==> config.mk <==
export PLATFORM = sky130hd
export DESIGN_NAME = midi_decoder_flat
export DESIGN_NICKNAME = d
export VERILOG_FILES = /design/src/rtl/midi_decoder_if.sv /design/src/rtl/midi_decoder.sv /design/src/flat_wrapper.sv
export SDC_FILE = /design/constraint.sdc
export NUM_CORES = 1
export LEC_CHECK = 0
export ABC_AREA = 1
export BUFFER_PORTS_ARGS = -buffer_cell sky130_fd_sc_hd__buf_2
export CORE_UTILIZATION = 40
export DETAILED_ROUTE_END_ITERATION = 10
export SLEW_MARGIN = 20
export SYNTH_ARGS = -nofsm -noshare
export SYNTH_HDL_FRONTEND = slang
export SYNTH_SLANG_ARGS = --single-unit
==> constraint.sdc <==
create_clock -name clk -period 1.5 [get_ports clk]
set_input_delay 0.15 -clock clk [delete_from_list [all_inputs] [get_ports clk]]
set_output_delay 0.15 -clock clk [all_outputs]
set_load 0.005 [all_outputs]
==> src/rtl/midi_decoder_if.sv <==
// Byte-stream in / note-event out bundle for the MIDI receive decoder.
// The decoder sits on the slave side; the byte source and event consumer use master.
interface midi_decoder_if;
  logic [7:0] byte_in;
  logic       byte_valid;
  logic       event_valid;
  logic       event_note_on;
  logic [3:0] event_channel;
  logic [6:0] event_midi_note;
  logic [6:0] event_velocity;
  logic [3:0] event_note;
  logic [1:0] event_octave;
  logic       event_in_range;

  modport master (
    output byte_in, byte_valid,
    input  event_valid, event_note_on, event_channel, event_midi_note,
           event_velocity, event_note, event_octave, event_in_range
  );

  modport slave (
    input  byte_in, byte_valid,
    output event_valid, event_note_on, event_channel, event_midi_note,
           event_velocity, event_note, event_octave, event_in_range
  );
endinterface

==> src/rtl/midi_decoder.sv <==
// MIDI byte-stream parser emitting registered note-on/note-off events.
// Supports running status, real-time interleaving and SysEx/system-common skipping.
module midi_decoder #(
  parameter logic [15:0] CHANNEL_MASK   = 16'hFFFF,
  parameter logic [6:0]  MIDI_NOTE_BASE = 7'h00
) (
  input logic          clk,
  input logic          reset,
  midi_decoder_if.slave bus
);

  typedef enum logic [2:0] {NO_STATUS, WAIT_D1, WAIT_D2, SYSEX, SKIP} state_t;

  state_t     state_q, state_d;
  logic [7:0] status_q, status_d;
  logic [6:0] d1_q, d1_d;
  logic       complete;
  logic       emit;

  logic       ev_valid_q, ev_on_q, ev_inr_q;
  logic [3:0] ev_ch_q, ev_note_q;
  logic [6:0] ev_mnote_q, ev_vel_q;
  logic [1:0] ev_oct_q;

  logic [7:0] off;
  logic       in_range;
  logic [3:0] note_d;
  logic [1:0] oct_d;

  always_comb begin
    state_d  = state_q;
    status_d = status_q;
    d1_d     = d1_q;
    complete = 1'b0;
    if (bus.byte_valid && (bus.byte_in < 8'hF8)) begin
      if (bus.byte_in[7]) begin
        if (bus.byte_in < 8'hF0) begin
          status_d = bus.byte_in;
          state_d  = WAIT_D1;
        end else begin
          status_d = 8'h00;
          if (bus.byte_in == 8'hF0)      state_d = SYSEX;
          else if (bus.byte_in == 8'hF7) state_d = NO_STATUS;
          else                           state_d = SKIP;
        end
      end else begin
        case (state_q)
          WAIT_D1: begin
            // Program change and channel pressure carry a single data byte
            if (status_q[7:4] == 4'hC || status_q[7:4] == 4'hD) begin
              complete = 1'b1;
            end else begin
              d1_d    = bus.byte_in[6:0];
              state_d = WAIT_D2;
            end
          end
          WAIT_D2: begin
            complete = 1'b1;
            state_d  = WAIT_D1;
          end
          default: ;
        endcase
      end
    end
  end

  assign emit = complete && (status_q[7:5] == 3'b100) && CHANNEL_MASK[status_q[3:0]];

  // Offset split by compare/subtract; the low nibble wraps so 4-bit subtraction suffices
  always_comb begin
    off      = {1'b0, d1_q} - {1'b0, MIDI_NOTE_BASE};
    in_range = !off[7] && (off <= 8'd47);
    note_d   = 4'd0;
    oct_d    = 2'd0;
    if (in_range) begin
      if (off >= 8'd36) begin
        oct_d  = 2'd3;
        note_d = off[3:0] - 4'd4;
      end else if (off >= 8'd24) begin
        oct_d  = 2'd2;
        note_d = off[3:0] - 4'd8;
      end else if (off >= 8'd12) begin
        oct_d  = 2'd1;
        note_d = off[3:0] - 4'd12;
      end else begin
        note_d = off[3:0];
      end
    end
  end

  always_ff @(posedge clk or posedge reset) begin
    if (reset) begin
      state_q    <= NO_STATUS;
      status_q   <= 8'h00;
      d1_q       <= 7'h00;
      ev_valid_q <= 1'b0;
      ev_on_q    <= 1'b0;
      ev_ch_q    <= 4'h0;
      ev_mnote_q <= 7'h00;
      ev_vel_q   <= 7'h00;
      ev_note_q  <= 4'h0;
      ev_oct_q   <= 2'd0;
      ev_inr_q   <= 1'b0;
    end else begin
      state_q    <= state_d;
      status_q   <= status_d;
      d1_q       <= d1_d;
      ev_valid_q <= emit;
      if (emit) begin
        ev_on_q    <= status_q[4] && (bus.byte_in[6:0] != 7'h00);
        ev_ch_q    <= status_q[3:0];
        ev_mnote_q <= d1_q;
        ev_vel_q   <= bus.byte_in[6:0];
        ev_note_q  <= note_d;
        ev_oct_q   <= oct_d;
        ev_inr_q   <= in_range;
      end
    end
  end

  assign bus.event_valid     = ev_valid_q;
  assign bus.event_note_on   = ev_on_q;
  assign bus.event_channel   = ev_ch_q;
  assign bus.event_midi_note = ev_mnote_q;
  assign bus.event_velocity  = ev_vel_q;
  assign bus.event_note      = ev_note_q;
  assign bus.event_octave    = ev_oct_q;
  assign bus.event_in_range  = ev_inr_q;

endmodule

==> src/flat_wrapper.sv <==
// flat-port wrapper written by rule: the top's interface ports become plain ports
module midi_decoder_flat 
#(
  parameter logic [15:0] CHANNEL_MASK   = 16'hFFFF,
  parameter logic [6:0]  MIDI_NOTE_BASE = 7'h00
)
  (clk, reset, bus_byte_in, bus_byte_valid, bus_event_valid, bus_event_note_on, bus_event_channel, bus_event_midi_note, bus_event_velocity, bus_event_note, bus_event_octave, bus_event_in_range);
  midi_decoder_if bus_i ();
  input logic clk;
  input logic reset;
  input wire logic [$bits(bus_i.byte_in)-1:0] bus_byte_in;
  input wire logic [$bits(bus_i.byte_valid)-1:0] bus_byte_valid;
  output wire logic [$bits(bus_i.event_valid)-1:0] bus_event_valid;
  output wire logic [$bits(bus_i.event_note_on)-1:0] bus_event_note_on;
  output wire logic [$bits(bus_i.event_channel)-1:0] bus_event_channel;
  output wire logic [$bits(bus_i.event_midi_note)-1:0] bus_event_midi_note;
  output wire logic [$bits(bus_i.event_velocity)-1:0] bus_event_velocity;
  output wire logic [$bits(bus_i.event_note)-1:0] bus_event_note;
  output wire logic [$bits(bus_i.event_octave)-1:0] bus_event_octave;
  output wire logic [$bits(bus_i.event_in_range)-1:0] bus_event_in_range;
  assign bus_i.byte_in = bus_byte_in;
  assign bus_i.byte_valid = bus_byte_valid;
  assign bus_event_valid = bus_i.event_valid;
  assign bus_event_note_on = bus_i.event_note_on;
  assign bus_event_channel = bus_i.event_channel;
  assign bus_event_midi_note = bus_i.event_midi_note;
  assign bus_event_velocity = bus_i.event_velocity;
  assign bus_event_note = bus_i.event_note;
  assign bus_event_octave = bus_i.event_octave;
  assign bus_event_in_range = bus_i.event_in_range;
  midi_decoder #(.CHANNEL_MASK(CHANNEL_MASK), .MIDI_NOTE_BASE(MIDI_NOTE_BASE)) u_core (.clk(clk), .reset(reset), .bus(bus_i));
endmodule
### Word level (Yosys, flattened, before mapping)

Memories as Yosys holds them, arrays and structs flattened.
Cells that the tools add are included.
W data, S select, Z words.

| word-level totals | value |
|---|---|
| word-level logic and storage cells | 62 |
| register bits after elaboration | 45 |
| input bits | 11 |
| memories | 1 |
| bits in read-only memories | 16 |
| output and inout port bits | 27 |

| operators by class | value |
|---|---|
| add/subtract/negate cells | 3 |
| multiplexer cells | 20 |
| eq/ne operators | 8 |
| magnitude comparators | 7 |
| reduce and logical (&&, ||, !) cells | 10 |
| bitwise operators | 2 |

Memory list:

| memory | words | bits a word | rd ports | clocked after memory_dff | wr ports | RTL line | source |
|---|---|---|---|---|---|---|---|
| (name not given) | 16 | 1 | 1 | 0 | 0 | midi_decoder.sv:67 | `assign emit = complete && (status_q[7:5] == 3'b100) && CHANNEL_MASK[status_q[3:0]];` |

Operators with widths:

| kind | count |
|---|---|
| $eq A8 B8 Y1 const B | 2 |
| $lt A8 B8 Y1 const B | 2 |
| $mux W4 | 4 |
| $mux W3 | 5 |
| $eq A4 B4 Y1 const B | 2 |
| $mux W8 | 1 |
| $sub A4 B4 Y4 const B | 2 |
| $ge A7 B4 Y1 const B | 1 |
| $ge A7 B5 Y1 const B | 1 |
| $ge A7 B6 Y1 const B | 1 |
| $le A7 B6 Y1 const B | 1 |
| $reduce_bool A7 Y1 | 1 |
| $mux W2 | 3 |
| $pmux W3 S2 | 1 |
| $lt A4 B5 Y1 const B | 1 |
| $mux W1 | 5 |
| $logic_and A1 B1 Y1 | 4 |
| $reduce_and A4 Y1 | 1 |
| $sub A4 B3 Y4 const B | 1 |
| $eq A3 B1 Y1 const B | 1 |
| $eq A3 B2 Y1 const B | 1 |
| $eq A3 B3 Y1 const B | 1 |
| $ne A3 B3 Y1 const B | 1 |
| $reduce_and A3 Y1 | 1 |
| 5 further kinds | 6 |

### Logic depth before layout (Yosys ltp)

Gate-level depths: netlist of the first run.

| depth | value |
|---|---|
| depth after elaboration | 8 |
| depth in mapped cells | 10 |
| depth with buffers taken out | 10 |

### Worst setup path after synthesis of the first run

OpenSTA, ideal clock, no wires.

| timing path | value |
|---|---|
| kind | register -> register |
| start | register u_core.d1_q[2] |
| end | register u_core.ev_note_q[2], in the netlist u_core.bus.event_note[2] |
| slack | 92 ps |
| data required time | 1383 ps |
| stages on the path, launching flop included | 11 |
| buffers on the path | 0 |
| arrival | 1290 ps |
| clock period less this slack | 1408 ps |
| setup time | 117 ps |
| cell sequence | dfrtp_1 > inv_1 > ha_1 > nand3_1 > nor2_1 > nor2_1 > nand2_1 > nand2_1 > nand2_1 > nand3_1 > nand2_1 |

| on the way | value |
|---|---|
| longest elaborated chain between the ends | 5 |
| elaborated cells on any way between the ends | 11 |
| those cells by class | add/sub: 3; order compare: 4; mux: 4 |

RTL lines:

| what | RTL line | source |
|---|---|---|
| start: declaration | midi_decoder.sv:16 | `logic [6:0] d1_q, d1_d;` |
| start signal: assignment | midi_decoder.sv:95 | `d1_q <= 7'h00;` |
| start signal: assignment | midi_decoder.sv:107 | `d1_q <= d1_d;` |
| $ge A7 B4 Y1 or $sub A4 B4 Y4 (tied branches) | midi_decoder.sv:82, midi_decoder.sv:84 |  |
| $mux W4 | midi_decoder.sv:82 | `end else if (off >= 8'd12) begin` |
| $mux W4 | midi_decoder.sv:79 | `end else if (off >= 8'd24) begin` |
| $mux W4 | midi_decoder.sv:76 | `if (off >= 8'd36) begin` |
| $mux W4 * | midi_decoder.sv:75 | `if (in_range) begin` |
| end signal: assignment | midi_decoder.sv:114 | `ev_note_q <= note_d;` |
| end: declaration | midi_decoder.sv:21 | `logic [3:0] ev_ch_q, ev_note_q;` |

Mark *: on every way between the ends. The rest lies on a longest branch, timed or not.
A chain may end at the register's enable or synchronous reset.

### Final worst setup path of the first run

| timing path | value |
|---|---|
| start | register u_core.d1_q[2] |
| end | register u_core.ev_note_q[3], in the netlist u_core.bus.event_note[3] |

The elaborated chain is that of the path after synthesis.

==> reports/results.tsv, run 1 <==
stage	metric	value	unit
outcome	status	complete, no violations	
timing	fin_crit	1.43	ns
placed_design	place_hpwl	3100	um
timing	worstMarginPinSlew	0.367	ns
drt	first_pass_iters	4	
logic_synthesis	synth-edff-count	0	
placed_design	dpl.cell_count	349	
grt	gr-total-overflow	0	
hold_path	hold_class	input pin to register	
pwr	power_leakage	1.36	nW
drt	antenna_left	0	
clock_network	clk_latency	0.30	ns
floorplan	start_util	0.426	
critical_path	critical_path_required	1.69	ns
drt	drc	0	
run	timing.max_cap.violations	0	
layout	drive_gt1_frac	0.271	
timing	setup-tns-final	0	ns
pwr	p_int	0.00293	W
floorplan	ios	38	
layout	stdcell_area	0.00258	mm2
logic_synthesis	yosys_warnings	0	
critical_path	cp-end-kind	register	
critical_path	cp_top_family	simple AND/OR/NAND/NOR gates	
grt	grtUsageMet3	0.0466	
logic_synthesis	synth_area	0.00207	mm2
layout	fin_cells	362	
floorplan	fp.coreArea	0.00485	mm2
timing	setup_slack	0.0691	ns
layout	final_cell_mix	nand2_1 (70), dfrtp_1 (42), buf_2 (37)	
timing	final_max_slew_viol_count	0	
pwr	ir_worst_vdd	0.000767	V
logic_synthesis	synth_fp_nets	256	
pwr	comb_power_share	0.341	
logic_synthesis	synth_cells	242	
grt	grt_pass1_wl	7310	um
grt	grt_util_met1	0.257	
timing	fin_crit_sh	0.954	
logic_synthesis	synthDistinctLibCells	25	
layout	nets	308	
timing	fin_worst_skew	0.0130	ns
clock_network	h-tree-depth	2	
drt	via_count	1743	
grt	grt_usage	0.179	
layout	final_util	0.533	
critical_path	critPathBufInv	2	
logic_synthesis	ys_seq_area_frac	0.545	
timing	timing.fmax	0.699	GHz
logic_synthesis	synth-async-reset-ratio	1.00	
layout	syn2layout_area_growth	25.1	%
placed_design	gp_congestion	0.881	
placed_design	placed_area	0.00238	mm2
logic_synthesis	ys_ff_latch	45	
layout	n_antenna_cell	0	
timing	max_slew_margin	0.754	
clock_network	cts.sinks	45	
pwr	pwr-share-seq	0.420	
clock_network	cts_buffers	5	
pwr	p_per_area	1730	mW/mm2
timing	hold_violations	0	
layout	regArea	0.00113	mm2
floorplan	die_area	0.00546	mm2
layout	multi_input_area	818	um2
logic_synthesis	syn_avg_cell_area	8.54	um2
critical_path	path_common_cell	nand2_1	
grt	grt_pass1_vias	1585	
critical_path	cp_cell_sequence	inv_1 -> ha_1 -> nand3_1 -> nor2_1 -> nor2_2 -> buf_4 -> nand3_1 -> nand2_1 -> nand2_1 -> nand2_1	
grt	antenna_found_initial	0	
logic_synthesis	ys.flop_type	dfrtp_1	
pwr	switching_share	0.347	
grt	grt_use_met2	0.266	
placed_design	pre_cts_ws	0.0421	ns
grt	grt_start_max_net_pins	46	
critical_path	critPathKind	register to register	
clock_network	cts-root-buf	clkbuf_8	
pwr	power_frac_clock	0.239	
timing	setup_viol	0	
drt	post_drt_wl_per_cell	12.3	um
placed_design	port_buffers	37	
floorplan	rows	25	
critical_path	start_kind	register	
grt	busiest_layer	met2	
floorplan	die_w	73.9	um
drt	routed_wl	4440	um
critical_path	crit_arrival	1.62	ns
critical_path	cpPeakStageDelay	0.44	ns
layout	fill_cells	478	
critical_path	critical_path.slowest_cell	dfrtp_2	
drt	drt_iter0_markers	66	
drt	routed_via_density	4.81	
clock_network	cts_max_path_buffers	2	
clock_network	clk_pin_slew_worst_paths	0.09	ns
critical_path	cp_max_fo	5	
clock_network	cts_tree	done	
pwr	p_sw	0.00155	W
layout	mostFrequentLayoutCell	nand2_1	
floorplan	die_y	73.9	um
registers in the layout (all words and copies together) (netlist names):
register / count
u_core.bus.event_midi_note: 7
u_core.state_q: 3
u_core.bus.event_in_range: 1
u_core.bus.event_valid: 1
u_core.bus.event_note_on: 1
u_core.bus.event_velocity: 7
u_core.bus.event_channel: 4
u_core.d1_q: 7
u_core.bus.event_octave: 2
u_core.status_q: 8
u_core.bus.event_note: 4
worst paths after layout:
| kind | from | end | slack (ns) | depth (start not counted) |
|---|---|---|---|---|
| worst max register to register | u_core.d1_q[2] | u_core.bus.event_note[3] | 0.07 | 10 |
| worst min register to register | u_core.bus.event_note[2] | u_core.bus.event_note[2] | 0.47 | 2 |
| worst min-delay path | bus_byte_in[6] | u_core.status_q[6] | 0.18 | 3 |
| min in group asynchronous | reset | u_core.bus.event_channel[2] | 0.42 | 4 |
| worst max-delay path | u_core.d1_q[2] | u_core.bus.event_note[3] | 0.07 | 10 |
| max in group asynchronous | reset | u_core.d1_q[2] | 0.84 | 4 |
worst reg2reg max path, cell delays in order (launching register included):
cell	delay, ns
dfrtp_2	0.44
inv_1	0.08
ha_1	0.17
nand3_1	0.08
nor2_1	0.12
nor2_2	0.06
buf_4	0.14
nand3_1	0.07
nand2_1	0.06
nand2_1	0.06
nand2_1	0.04
kinds of logic (layout without fill, tap and decap cells):
logic type,after synthesis,after routing,share of synthesized area
and+or+nand+nor,118,118,0.256
adders and majority gates,3,3,0.0182
AOI/OAI and AO/OA,42,42,0.110
buffers and inverters,34,87,0.0709
DFF,45,45,0.545
cells in the mapped netlist, types with 2 or more instances:
cell | instances | area share
nand3_2 | 2 | 0.0097
nand2_2 | 3 | 0.0091
nor2_1 | 18 | 0.033
inv_1 | 26 | 0.047
a21oi_1 | 2 | 0.0048
nand4_1 | 3 | 0.0091
nor2_2 | 2 | 0.0061
buf_2 | 3 | 0.0073
o21ai_1 | 6 | 0.015
buf_6 | 2 | 0.011
nand2_1 | 71 | 0.13
nand3_1 | 13 | 0.031
o22ai_1 | 7 | 0.021
nor2_4 | 2 | 0.011
dfrtp_1 | 45 | 0.55
ha_1 | 3 | 0.018
inv_2 | 3 | 0.0055
o21ai_0 | 24 | 0.058
power groups by stage:
stage	Clock [W]	Sequential (W)	Combinational (W)
2_1_floorplan	0	0.00188	0.000881
3_3_place_gp	0	0.00188	0.00142
3_5_place_dp	0	0.00189	0.00143
4_1_cts	0.00109	0.00187	0.00144
5_1_grt	0.00117	0.00194	0.00173
6_report	0.00107	0.00189	0.00153
layer usage:
metal | wire [um] | up-vias
met5 | 0 | -
met4 | 37 | 0
met3 | 168 | 5
met2 | 2000 | 41
met1 | 2240 | 813
li1 | - | 884
timing repair:
| item | 4_1_cts | 5_1_grt |
|---|---|---|
| endpoints found under the hold margin | 45 | 0 |
| hold buffers | 1 | 0 |
| buffers inserted | 0 | 4 |
| resized for setup | 0 | 10 |
| endpoints found under the setup margin | 0 | 6 |
layout make-up:
| type | count | area share |
|---|---|---|
| Sequential cell | 45 | 0.437 |
| Timing Repair Buffer | 50 | 0.120 |
| Clock buffer | 5 | 0.0266 |
| Clock inverter | 3 | 0.0252 |
| Multi-Input combinational cell | 163 | 0.317 |
| Tap cell | 67 | 0.0324 |
| Inverter | 29 | 0.0421 |
metrics by stage:
stage | total power, W | hold WS, ns
2_1_floorplan | 0.00276 | 0.317
5_1_grt | 0.00485 | 0.202
4_1_cts | 0.00441 | 0.157
3_5_place_dp | 0.00332 | 0.208
6_report | 0.00448 | 0.177
3_3_place_gp | 0.00330 | 0.204
(Power assumes the default switching activity.)
==> run 2: changes to the inputs <==
--- a/config.mk
+++ b/config.mk
@@ -9,6 +9,7 @@
 export BUFFER_PORTS_ARGS = -buffer_cell sky130_fd_sc_hd__buf_2
 export CORE_UTILIZATION = 40
 export DETAILED_ROUTE_END_ITERATION = 10
+export SETUP_SLACK_MARGIN = 0.3
 export SLEW_MARGIN = 20
 export SYNTH_ARGS = -nofsm -noshare
 export SYNTH_HDL_FRONTEND = slang
==> run 2 against run 1 <==
  * Combinational power grew 37%
  * Critical endpoint unchanged
  * Sequential power up 3%
  * Non-clock buffer count up 17
  * Core utilization grew 6.6 points
  * Largest power group is now combinational cells
  * Sequential share of layout area down 4.7 points
  * First-iteration DRC count grew 77%
  * Clock power fell by 11%
  * Maximum frequency rose by 2.7%
==> reports/results.tsv, run 2 (synthesized netlist as in run 1, its figures left out) <==
stage	metric	value	unit	change
grt	grt_usage	0.211		+0.0314
layout	mostFrequentLayoutCell	nand2_1		
grt	antenna_found_initial	0		unchanged
floorplan	die_area	0.00546	mm2	unchanged
timing	setup_viol	0		unchanged
critical_path	critPathBufInv	1		-1
outcome	status	complete, no violations		
pwr	power_frac_clock	0.191		-0.048
clock_network	cts_max_path_buffers	2		unchanged
drt	first_pass_iters	5		+1
critical_path	critPathKind	register to register		
clock_network	cts-root-buf	clkbuf_8		
layout	n_antenna_cell	0		unchanged
critical_path	cp-end-kind	register		
pwr	comb_power_share	0.420		+0.079
floorplan	ios	38		unchanged
timing	rsz0062_at_grt	yes		
grt	grt_pass1_wl	8600	um	+18%
pwr	power_leakage	1.45	nW	+7.0%
pwr	switching_share	0.373		+0.0269
timing	hold_violations	0		unchanged
timing	worstMarginPinSlew	0.392	ns	+0.0249 ns
timing	timing.fmax	0.718	GHz	+2.7%
critical_path	critical_path_required	1.74	ns	+0.05 ns
timing	max_slew_margin	0.738		-0.0161
floorplan	fp.coreArea	0.00485	mm2	unchanged
run	timing.max_cap.violations	0		unchanged
clock_network	cts_tree	done		
layout	fin_cells	380		+5.0%
layout	fill_cells	441		-7.7%
drt	via_count	1832		+5.1%
hold_path	min_path_cells	3		unchanged
drt	post_drt_wl_per_cell	13.3	um	+8.7%
placed_design	dpl.cell_count	346		-0.86%
floorplan	die_y	73.9	um	unchanged
critical_path	cp_cell_sequence	buf_6 -> ha_4 -> nand3_2 -> nor2_2 -> a21oi_2 -> nor2_1 -> nor2_1 -> nand2_1 -> nand2_1		
critical_path	crit_arrival	1.63	ns	about the same
placed_design	port_buffers	37		unchanged
timing	fin_crit	1.39	ns	-0.0373 ns
drt	drt_iter0_markers	117		+77%
timing	fin_crit_sh	0.929		-0.0248
floorplan	start_util	0.426		unchanged
clock_network	clk_latency	0.30	ns	about the same
pwr	pwr-share-seq	0.389		-0.031
critical_path	critical_path.slowest_cell	dfrtp_2		
hold_path	hold_class	input pin to register		
floorplan	rows	25		unchanged
timing	setup-tns-final	0	ns	unchanged
critical_path	cpPeakStageDelay	0.47	ns	+0.03 ns
placed_design	placed_area	0.00240	mm2	+0.68%
layout	stdcell_area	0.00291	mm2	+12%
timing	final_max_slew_viol_count	0		unchanged
clock_network	cts.sinks	45		unchanged
critical_path	start_kind	register		
critical_path	cp_num_cells	9		-1
clock_network	cts_buffers	5		unchanged
layout	drive_gt1_frac	0.412		+0.141
layout	syn2layout_area_growth	40.7	%	
critical_path	r2r_cells	9		-1
critical_path	cp_top_family	flip-flops		
layout	final_cell_mix	nand2_1 (64), dfrtp_1 (40), buf_2 (37)		
pwr	total_power	0.00499	W	+11%
drt	routed_via_density	4.82		+0.13%
drt	antenna_left	0		unchanged
layout	largest_register	u_core.status_q		
critical_path	cp_max_fo	6		+1
placed_design	gp_congestion	0.852		-3.3%
timing	fin_worst_skew	0.00570	ns	-0.00731 ns
placed_design	place_hpwl	3210	um	+3.4%
clock_network	clk_pin_slew_worst_paths	0.08	ns	about the same
pwr	p_sw	0.00186	W	+20%
drt	drc	0		unchanged
clock_network	h-tree-depth	2		unchanged
pwr	p_per_area	1720	mW/mm2	-0.97%
grt	gr-total-overflow	0		unchanged
grt	grt_pass1_vias	1791		+13%
pwr	p_int	0.00313	W	+6.8%
drt	routed_wl	5070	um	+14%
layout	largest_register_ffs	8		unchanged
layout	nets	326		+5.8%
grt	grt_start_max_net_pins	31		-33%
floorplan	die_w	73.9	um	unchanged
pwr	ir_worst_vdd	0.000837	V	+9.2%
==> run 2: changes by cell type in the layout (fill, tap and decap cells not counted), moves of 5 or more <==
cell | before | now
buf_6 | 0 | 6
nor2_4 | 2 | 8
o21ai_1 | 6 | 11
buf_4 | 10 | 21
inv_2 | 4 | 9
inv_1 | 24 | 17
o21ai_0 | 24 | 18
nand2_1 | 70 | 64
nand2_2 | 4 | 9
nor2_1 | 16 | 10
==> run 2: metal layers <==
layer | routed length, um | share of wire | track usage
met1 | 2490 | 0.49 | 0.296
met2 | 2320 | 0.46 | 0.318
met3 | 187 | 0.037 | 0.0494
met4 | 70 | 0.014 | 0.0726
met5 | 0 | 0 | 0
==> run 2: through the flow <==
| step | hold WS (ns) | setup WS, ns | util |
|---|---|---|---|
| 2_1_floorplan | 0.161 | 0.211 | - |
| 3_3_place_gp | 0.163 | 0.101 | 0.495 |
| 3_5_place_dp | 0.165 | 0.0821 | 0.495 |
| 4_1_cts | 0.177 | 0.175 | 0.579 |
| 5_1_grt | 0.185 | 0.0606 | 0.599 |
| 6_report | 0.179 | 0.106 | 0.599 |
==> run 2: final timing paths <==
kind / start / to / slack, ns
setup / recovery: u_core.d1_q[2] / u_core.bus.event_note[3] / 0.11
hold / removal: bus_byte_in[6] / u_core.status_q[6] / 0.18
setup reg to reg: u_core.d1_q[2] / u_core.bus.event_note[3] / 0.11
hold reg to reg: u_core.bus.event_midi_note[6] / u_core.bus.event_midi_note[6] / 0.48
max in group asynchronous: reset / u_core.d1_q[5] / 0.65
min in group asynchronous: reset / u_core.bus.event_velocity[6] / 0.38
==> run 2: cell type report <==
| type | instances | area, um2 | area share |
|---|---|---|---|
| tap | 67 | 83.8 | 0.0288 |
| clock inverter | 1 | 30.0 | 0.0103 |
| multi-input combinational | 164 | 996 | 0.343 |
| sequential | 45 | 1130 | 0.390 |
| timing repair buffer | 67 | 460 | 0.158 |
| inverter | 29 | 118 | 0.0405 |
| clock buffer | 7 | 86.3 | 0.0297 |
==> run 2: repair_timing <==
action	4_1_cts	5_1_grt
buffers inserted	18	5
endpoints found under the setup margin	36	37
cloned	2	0
endpoints found under the hold margin	16	0
hold buffers	1	0
gates resized for setup	36	23
pin swaps	18	9
==> run 2: worst reg2reg max path, delay by kind of cell, from the launching register on <==
family	cells	cell delay, ns
AND/OR/NAND/NOR	6	0.41
AO/OA/AOI/OAI	1	0.16
flip-flops	1	0.47
buffers and inverters	1	0.14
adder cells (fa/ha/maj)	1	0.14
==> run 2: power groups by stage <==
stage / clock [W] / sequential (W) / combinational [W]
2_1_floorplan: 0 / 0.00190 / 0.000935
3_3_place_gp: 0 / 0.00191 / 0.00142
3_5_place_dp: 0 / 0.00192 / 0.00142
4_1_cts: 0.000977 / 0.00191 / 0.00187
5_1_grt: 0.00102 / 0.00199 / 0.00237
6_report: 0.000952 / 0.00194 / 0.00210
==> run 3: changes to the inputs <==
--- a/config.mk
+++ b/config.mk
@@ -8,6 +8,7 @@
 export ABC_AREA = 1
 export BUFFER_PORTS_ARGS = -buffer_cell sky130_fd_sc_hd__buf_2
 export CORE_UTILIZATION = 40
+export CTS_BUF_LIST = sky130_fd_sc_hd__clkbuf_4 sky130_fd_sc_hd__clkbuf_8 sky130_fd_sc_hd__clkbuf_16
 export DETAILED_ROUTE_END_ITERATION = 10
 export SETUP_SLACK_MARGIN = 0.3
 export SLEW_MARGIN = 20
==> run 3 against run 2 <==
  * Core utilization grew 0.077 points
  * Cell count is the same
  * Register-to-register slack is essentially flat
  * First-iteration DRC count shrank 3.4%
  * Critical endpoint unchanged
  * Via count grew 0.87%
  * Sequential power is essentially flat
  * Worst setup slack gained 0.0013 ns
  * Non-clock buffer count is the same
  * Highest routed layer unchanged
==> reports/results.tsv, run 3 (synthesized netlist as in run 1, its figures left out) <==
stage	metric	value	unit	change
drt	routed_via_density	4.86		+0.87%
critical_path	critPathBufInv	1		unchanged
pwr	comb_power_share	0.418		-0.002
timing	final_max_slew_viol_count	0		unchanged
drt	via_count	1848		+0.87%
floorplan	die_w	73.9	um	unchanged
floorplan	die_y	73.9	um	unchanged
grt	antenna_found_initial	0		unchanged
layout	drive_gt1_frac	0.415		+0.00319
clock_network	cts_tree	done		
pwr	p_per_area	1720	mW/mm2	about the same
clock_network	clk_pin_slew_worst_paths	0.09	ns	about the same
pwr	pwr-share-seq	0.388		about the same
run	timing.max_cap.violations	0		unchanged
critical_path	cp_top_family	flip-flops		
critical_path	crit_arrival	1.63	ns	about the same
timing	rsz0062_at_grt	yes		
grt	grt_usage	0.210		-0.000877
layout	largest_register	u_core.status_q		
timing	fin_crit	1.39	ns	-0.00134 ns
placed_design	gp_congestion	0.852		unchanged
pwr	p_int	0.00314	W	+0.43%
critical_path	cp_max_fo	6		unchanged
clock_network	h-tree-depth	2		unchanged
layout	n_antenna_cell	0		unchanged
critical_path	critical_path_required	1.74	ns	about the same
clock_network	cts-root-buf	clkbuf_8		
grt	grt_pass1_vias	1795		+0.22%
timing	setup_viol	0		unchanged
layout	fin_cells	380		unchanged
hold_path	min_path_cells	3		unchanged
layout	final_cell_mix	nand2_1 (64), dfrtp_1 (40), buf_2 (37)		
floorplan	fp.coreArea	0.00485	mm2	unchanged
pwr	ir_worst_vdd	0.000843	V	+0.69%
layout	largest_register_ffs	8		unchanged
floorplan	die_area	0.00546	mm2	unchanged
clock_network	clk_latency	0.30	ns	about the same
critical_path	r2r_cells	9		unchanged
clock_network	cts_max_path_buffers	2		unchanged
drt	drt_iter0_markers	113		-3.4%
timing	hold_violations	0		unchanged
pwr	power_frac_clock	0.194		+0.003
placed_design	port_buffers	37		unchanged
floorplan	ios	38		unchanged
grt	grt_start_max_net_pins	31		unchanged
grt	grt_pass1_wl	8560	um	-0.48%
timing	fin_crit_sh	0.928		about the same
pwr	switching_share	0.372		-0.00178
critical_path	start_kind	register		
layout	final_util	0.600		+0.000774
pwr	p_sw	0.00186	W	-0.33%
clock_network	cts_buffers	5		unchanged
outcome	status	complete, no violations		
timing	fin_worst_skew	0.00591	ns	+0.000214 ns
pwr	power_leakage	1.45	nW	+0.25%
critical_path	cpPeakStageDelay	0.47	ns	about the same
clock_network	cts.sinks	45		unchanged
placed_design	placed_area	0.00240	mm2	unchanged
drt	routed_wl	5070	um	about the same
critical_path	cp-end-kind	register		
floorplan	start_util	0.426		unchanged
drt	post_drt_wl_per_cell	13.4	um	about the same
timing	setup-tns-final	0	ns	unchanged
floorplan	rows	25		unchanged
layout	stdcell_area	0.00291	mm2	+0.13%
layout	regArea	0.00113	mm2	unchanged
grt	gr-total-overflow	0		unchanged
layout	syn2layout_area_growth	40.9	%	
critical_path	critPathKind	register to register		
placed_design	dpl.cell_count	346		unchanged
timing	timing.fmax	0.718	GHz	about the same
drt	drc	0		unchanged
drt	first_pass_iters	4		-1
layout	nets	326		unchanged
critical_path	cp_cell_sequence	buf_6 -> ha_4 -> nand3_2 -> nor2_2 -> a21oi_2 -> nor2_1 -> nor2_1 -> nand2_1 -> nand2_1		
timing	worstMarginPinSlew	0.392	ns	-0.000208 ns
drt	antenna_left	0		unchanged
placed_design	place_hpwl	3210	um	unchanged
hold_path	hold_class	input pin to register		
layout	multi_input_area	996	um2	unchanged
layout	fill_cells	438		-0.68%
critical_path	critical_path.slowest_cell	dfrtp_2		
timing	max_slew_margin	0.738		about the same
layout	mostFrequentLayoutCell	nand2_1		
critical_path	cp_num_cells	9		unchanged
==> run 3: changes by cell type in the layout (fill, tap and decap cells not counted) <==
cell | before | now
clkbuf_4 | 0 | 1
clkbuf_1 | 1 | 0
o21ai_0 | 18 | 21
o21ai_1 | 11 | 8
==> run 3: final timing paths <==
| kind | slack [ns] | end | start |
|---|---|---|---|
| hold reg to reg | 0.48 | u_core.bus.event_midi_note[6] | u_core.bus.event_midi_note[6] |
| max in group asynchronous | 0.65 | u_core.d1_q[5] | reset |
| min in group asynchronous | 0.38 | u_core.bus.event_velocity[6] | reset |
| setup reg to reg | 0.11 | u_core.bus.event_note[3] | u_core.d1_q[2] |
| setup / recovery | 0.11 | u_core.bus.event_note[3] | u_core.d1_q[2] |
| hold / removal | 0.18 | u_core.status_q[6] | bus_byte_in[6] |
==> run 3: final cells by class <==
type	count	share of cell area
multi-input cells	164	0.342
well taps	67	0.0288
repair buffers	67	0.158
flip-flops and latches	45	0.389
clock buffers	7	0.0310
clock inverters	1	0.0103
inverters	29	0.0404
==> run 3: power groups by stage <==
| stage | logic [W] | registers (W) | clock network [W] |
|---|---|---|---|
| after global routing | 0.00235 | 0.00199 | 0.00104 |
| final | 0.00209 | 0.00194 | 0.000968 |
| after floorplan | 0.000935 | 0.00190 | 0 |
| after detailed placement | 0.00142 | 0.00192 | 0 |
| after global placement | 0.00142 | 0.00191 | 0 |
| after CTS | 0.00187 | 0.00191 | 0.000996 |
==> run 3: layer usage <==
| metal | up-vias | part of all wire | global-route usage |
|---|---|---|---|
| met2 | 47 | 0.46 | 0.312 |
| met4 | 0 | 0.013 | 0.0748 |
| met1 | 870 | 0.49 | 0.297 |
| li1 | 923 | - | - |
| met3 | 8 | 0.036 | 0.0508 |
| met5 | - | 0 | 0 |
==> run 3: per-stage QoR <==
stage	total power (W)	hold WS (ns)	worst slack (ns)
floorplan	0.00283	0.161	0.211
global placement	0.00333	0.163	0.101
detailed placement	0.00333	0.165	0.0821
CTS	0.00478	0.176	0.175
global route	0.00539	0.186	0.0632
finish	0.00500	0.180	0.108
==> run 3: worst reg2reg max path, cell delays in order, from the launching register on <==
cell,delay (ns)
dfrtp_2,0.47
buf_6,0.14
ha_4,0.14
nand3_2,0.08
nor2_2,0.05
a21oi_2,0.16
nor2_1,0.07
nor2_1,0.09
nand2_1,0.06
nand2_1,0.05
==> run 3: repair_timing <==
item	4_1_cts	5_1_grt
hold endpoints to repair	16	0
resized for setup	36	20
hold buffers	1	0
pin swaps	18	7
buffers inserted	18	5
gates cloned	2	0
endpoints found under the setup margin	36	37
